### src/rtl/rom_sequencer.sv
// Pose-ROM playback sequencer: walks the pose table, latches the servo positions
// and holds each pose for tiempo time units before fetching the next entry.
module rom_sequencer #(
    parameter int unsigned TICK_CYCLES = 1_000_000,
    parameter logic [7:0]  START_ADDR  = 8'h00,
    parameter logic [7:0]  END_ADDR    = 8'h0B
) (
    input  logic        CLK,
    input  logic        RST,
    input  logic        start,
    input  logic        stop,
    input  logic        loop_en,
    input  logic [31:0] DATOS,
    output logic [7:0]  address,
    output logic [7:0]  servo1,
    output logic [7:0]  servo2,
    output logic [7:0]  servo3,
    output logic        pos_valid,
    output logic        busy,
    output logic        done
);

    localparam int unsigned TW = (TICK_CYCLES > 1) ? $clog2(TICK_CYCLES) : 1;
    localparam logic [TW-1:0] TICK_LAST = TW'(TICK_CYCLES - 1);

    typedef enum logic [1:0] {
        S_IDLE,
        S_READ,
        S_LATCH,
        S_HOLD
    } state_t;

    state_t        state_q, state_d;
    logic [7:0]    addr_q,  addr_d;
    logic [7:0]    s1_q,    s1_d;
    logic [7:0]    s2_q,    s2_d;
    logic [7:0]    s3_q,    s3_d;
    logic          pv_q,    pv_d;
    logic          busy_q,  busy_d;
    logic          done_q,  done_d;
    logic [TW-1:0] tick_q,  tick_d;
    logic [7:0]    unit_q,  unit_d;

    logic [7:0] tiempo;
    assign tiempo = DATOS[7:0];

    always_comb begin
        state_d = state_q;
        addr_d  = addr_q;
        s1_d    = s1_q;
        s2_d    = s2_q;
        s3_d    = s3_q;
        pv_d    = pv_q;
        busy_d  = busy_q;
        done_d  = 1'b0;
        tick_d  = tick_q;
        unit_d  = unit_q;

        if (stop) begin
            // Abort leaves address, servos and pos_valid untouched.
            state_d = S_IDLE;
            busy_d  = 1'b0;
        end else begin
            case (state_q)
                S_IDLE: begin
                    if (start) begin
                        state_d = S_READ;
                        addr_d  = START_ADDR;
                        busy_d  = 1'b1;
                    end
                end
                S_READ: begin
                    state_d = S_LATCH;
                end
                S_LATCH: begin
                    if (tiempo == 8'd0) begin
                        state_d = S_IDLE;
                        busy_d  = 1'b0;
                        done_d  = 1'b1;
                    end else begin
                        state_d = S_HOLD;
                        s1_d    = DATOS[31:24];
                        s2_d    = DATOS[23:16];
                        s3_d    = DATOS[15:8];
                        pv_d    = 1'b1;
                        unit_d  = tiempo;
                        tick_d  = '0;
                    end
                end
                S_HOLD: begin
                    if (tick_q == TICK_LAST) begin
                        tick_d = '0;
                        unit_d = unit_q - 8'd1;
                        // Last unit expired: move on, wrap around, or finish.
                        if (unit_q == 8'd1) begin
                            if (addr_q != END_ADDR) begin
                                addr_d  = addr_q + 8'd1;
                                state_d = S_READ;
                            end else if (loop_en) begin
                                addr_d  = START_ADDR;
                                state_d = S_READ;
                            end else begin
                                state_d = S_IDLE;
                                busy_d  = 1'b0;
                                done_d  = 1'b1;
                            end
                        end
                    end else begin
                        tick_d = tick_q + TW'(1);
                    end
                end
                default: begin
                    state_d = S_IDLE;
                    busy_d  = 1'b0;
                end
            endcase
        end
    end

    always_ff @(posedge CLK) begin
        if (RST) begin
            state_q <= S_IDLE;
            addr_q  <= START_ADDR;
            s1_q    <= '0;
            s2_q    <= '0;
            s3_q    <= '0;
            pv_q    <= 1'b0;
            busy_q  <= 1'b0;
            done_q  <= 1'b0;
            tick_q  <= '0;
            unit_q  <= '0;
        end else begin
            state_q <= state_d;
            addr_q  <= addr_d;
            s1_q    <= s1_d;
            s2_q    <= s2_d;
            s3_q    <= s3_d;
            pv_q    <= pv_d;
            busy_q  <= busy_d;
            done_q  <= done_d;
            tick_q  <= tick_d;
            unit_q  <= unit_d;
        end
    end

    assign address   = addr_q;
    assign servo1    = s1_q;
    assign servo2    = s2_q;
    assign servo3    = s3_q;
    assign pos_valid = pv_q;
    assign busy      = busy_q;
    assign done      = done_q;

endmodule
### config.mk
export PLATFORM = sky130hd
export DESIGN_NAME = rom_sequencer
export DESIGN_NICKNAME = d
export VERILOG_FILES = /design/src/rtl/rom_sequencer.sv
export SDC_FILE = /design/constraint.sdc
export NUM_CORES = 1
export LEC_CHECK = 0
export CAP_MARGIN = 20
export CORE_AREA = 2 2 109 111
export DETAILED_ROUTE_END_ITERATION = 16
export DIE_AREA = 0 0 111 113
export PLACE_DENSITY = 0.57
export SKIP_CTS_REPAIR_TIMING = 1
export SLEW_MARGIN = 20
export SYNTH_ARGS = -nofsm -noshare
export SYNTH_HDL_FRONTEND = slang
export SYNTH_SLANG_ARGS = --single-unit
### constraint.sdc
create_clock -name CLK -period 5.6 [get_ports CLK]
set_input_delay 0.56 -clock CLK [delete_from_list [all_inputs] [get_ports CLK]]
set_output_delay 0.56 -clock CLK [all_outputs]
set_load 0.01 [all_outputs]
==> impl_metrics.json <==
{
  "yosys-top-cells-count": "68 x nand2_1, 65 x dfxtp_1, 36 x nor2_1",
  "final_cells": 602,
  "crit_top_cell": "nor2_1",
  "vias": 2879,
  "routedWlPerCell_um": 13.3,
  "cts.sinks": 65,
  "fin_hold_ws_ns": 0.450,
  "nNetsFinal": 499,
  "fin_crit_sh_pct": 55.5,
  "required_ns": 5.79,
  "synth_edf_count": 0,
  "dieArea_um2": 12500,
  "power.density_nw_per_um2": 244,
  "place.gp.congestion": 0.777,
  "root_buffer": "clkbuf_16",
  "grt_pass1_wl_um": 13400,
  "synth_area_leader_cell": "dfxtp_1",
  "worstSetupStartpointType": "flop",
  "setup_slack_ns": 2.49,
  "setup_tns_ns": 0,
  "dr.pass1.iters": 4,
  "synth_top_cell_area_share_pct": 39.2,
  "design_power_total_mw": 1.08,
  "rsz0062_at_grt": "no",
  "postRouteAntennaNets": 0,
  "dp_slack_ns": 2.49,
  "drive_above_1_share_pct": 8.28,
  "status": "finished clean",
  "leakagePower_nw": 1.56,
  "track_usage_pct": 13.2,
  "tritoncts": "built",
  "fillers": 1149,
  "yosys_most_used_dff": "dfxtp_1",
  "yosysWarnings": 0,
  "path_class": "flop to flop",
  "relSlewSlack_pct": 27.2,
  "setup_viol": 0,
  "die_height_um": 113,
  "cp.arrival_ns": 3.30,
  "clock_skew_ns": 0.00694,
  "hold_class": "flop to flop",
  "ys_top_cells_by_area": "dfxtp_1 39%, nand2_1 7.7%, a21oi_1 4.7%, nor2_1 4.1%, xor2_1 3.7%",
  "cts_buffers": 9,
  "cp-end-kind": "flop",
  "path_max_fanout": 27,
  "finalHoldViolations": 0,
  "period_needed_ns": 3.11,
  "maxCapViolCount": 0,
  "crit_slowest_cell": "a311oi_4",
  "start_util_pct": 29.4,
  "synth_cell_types": 62,
  "grt_max_degree": 42,
  "die_w_um": 111,
  "netlist_area_um2": 3320,
  "drv_slew": 0,
  "grt_overflow": 0,
  "drcViolationCount": 0,
  "std_cell_rows": 39,
  "area_growth_pct": 33.2,
  "antenna_found_initial": 0,
  "viasPerCell": 4.78,
  "slowest_delay_ns": 0.98,
  "dp_cells": 586,
  "core-area_um2": 11300,
  "cp_cell_sequence": "ha_1 -> nor2_1 -> a311oi_4 -> a21o_1 -> nor2_1",
  "synth-async-reset-ratio_pct": 0,
  "fmax_ghz": 0.322,
  "ys_seq_area_share_pct": 39.2,
  "clk_pin_slew_ns": 0.06,
  "tightest_slew_ns": 1.09,
  "vdd_drop_max_mv": 0.109,
  "syn-instance-count": 389,
  "port_buffers": 71,
  "htreeDepth": 3,
  "yosysMostFrequentCell": "nand2_1",
  "drt-total-wl_um": 8030,
  "hpwl_um": 5700,
  "grt_pass1_vias": 2872,
  "ioPinCount": 72,
  "cts.path.max_buffers": 2,
  "worstSkewPairLatency_ns": 0.33,
  "diodes": 0,
  "syn_area_per_cell_um2": 8.53,
  "drt_first_iter_violations": 101,
  "synth_nets": 434,
  "yosys_register_bits": 65
}
-- state kept, by name, indices dropped and copies added, names as in the netlist --
signal / flops
busy: 1
unit_q: 8
servo1: 8
tick_q: 20
done: 1
pos_valid: 1
servo2: 8
state_q: 2
address: 8
servo3: 8
-- stage by stage --
step,area (um^2),utilization (%)
finish,4420,39.2
global route,4420,39.2
CTS,4420,39.2
detailed placement,4130,36.6
global placement,4130,36.6
floorplan,3320,-
-- critical path, delay by kind of cell, from the launching register on --
kind	cells	cell delay, ns
fa+ha+maj	1	0.63
compound gates	2	1.60
flops	1	0.40
simple gates	2	0.34
-- cell families after synthesis --
family,Yosys count,synth area share (%)
muxes,4,1.36
and+or+nand+nor,192,31.4
AOI/OAI and AO/OA,73,16.2
xor gates and xnor gates,19,5.02
DFF,65,39.2
adders and majority gates,8,3.02
buffers and inverters,28,3.81
-- placed cells by master, fill, tap and decap left out, types with 3 or more instances in the layout --
| cell | n |
|---|---|
| nand4_1 | 12 |
| clkdlybuf4s50_1 | 71 |
| inv_1 | 9 |
| nor3b_1 | 5 |
| nor4_4 | 3 |
| o21ai_0 | 6 |
| a21oi_1 | 31 |
| nor2b_1 | 6 |
| nand2b_1 | 5 |
| nor2_1 | 36 |
| mux2i_1 | 3 |
| xor2_1 | 14 |
| nand2_1 | 68 |
| xnor2_1 | 5 |
| and3_1 | 6 |
| nand3_1 | 18 |
| a21o_1 | 3 |
| clkbuf_16 | 9 |
| a31oi_1 | 3 |
| ha_1 | 8 |
| a211o_1 | 4 |
| nor4_1 | 5 |
| nor3_1 | 11 |
| dfxtp_1 | 65 |
-- final timing paths --
path                            depth (start not counted)        from         to  slack, ns
worst min-delay path                                    2   servo2[2]  servo2[2]       0.45
worst max register to register                          5  state_q[0]  tick_q[7]       2.49
worst max-delay path                                    5  state_q[0]  tick_q[7]       2.49
worst min register to register                          2   servo2[2]  servo2[2]       0.45
-- final cells by class --
cell class | instances | area, um^2 | share of cell area (%)
multi-input combinational | 296 | 1890 | 42.8
clock inverter | 5 | 56.3 | 1.27
clock buffer | 11 | 233 | 5.27
tap | 143 | 179 | 4.05
inverter | 9 | 33.8 | 0.764
timing repair buffer | 73 | 726 | 16.4
sequential | 65 | 1300 | 29.4
-- per-layer routing --
layer / GRT usage, % / vias up / wire, um
li1: - / 1492 / -
met1: 15.0 / 1324 / 3540
met2: 23.5 / 52 / 4040
met3: 3.48 / 11 / 354
met5: 0 / - / 0
met4: 5.42 / 0 / 100
-- power by group --
part	leakage (nW)	internal, mW	switching (mW)
clock	0.139	0.343	0.200
sequential	0.524	0.466	0.00228
combinational	0.899	0.0350	0.0301
No activity file was read; power rests on OpenSTA's default activity.
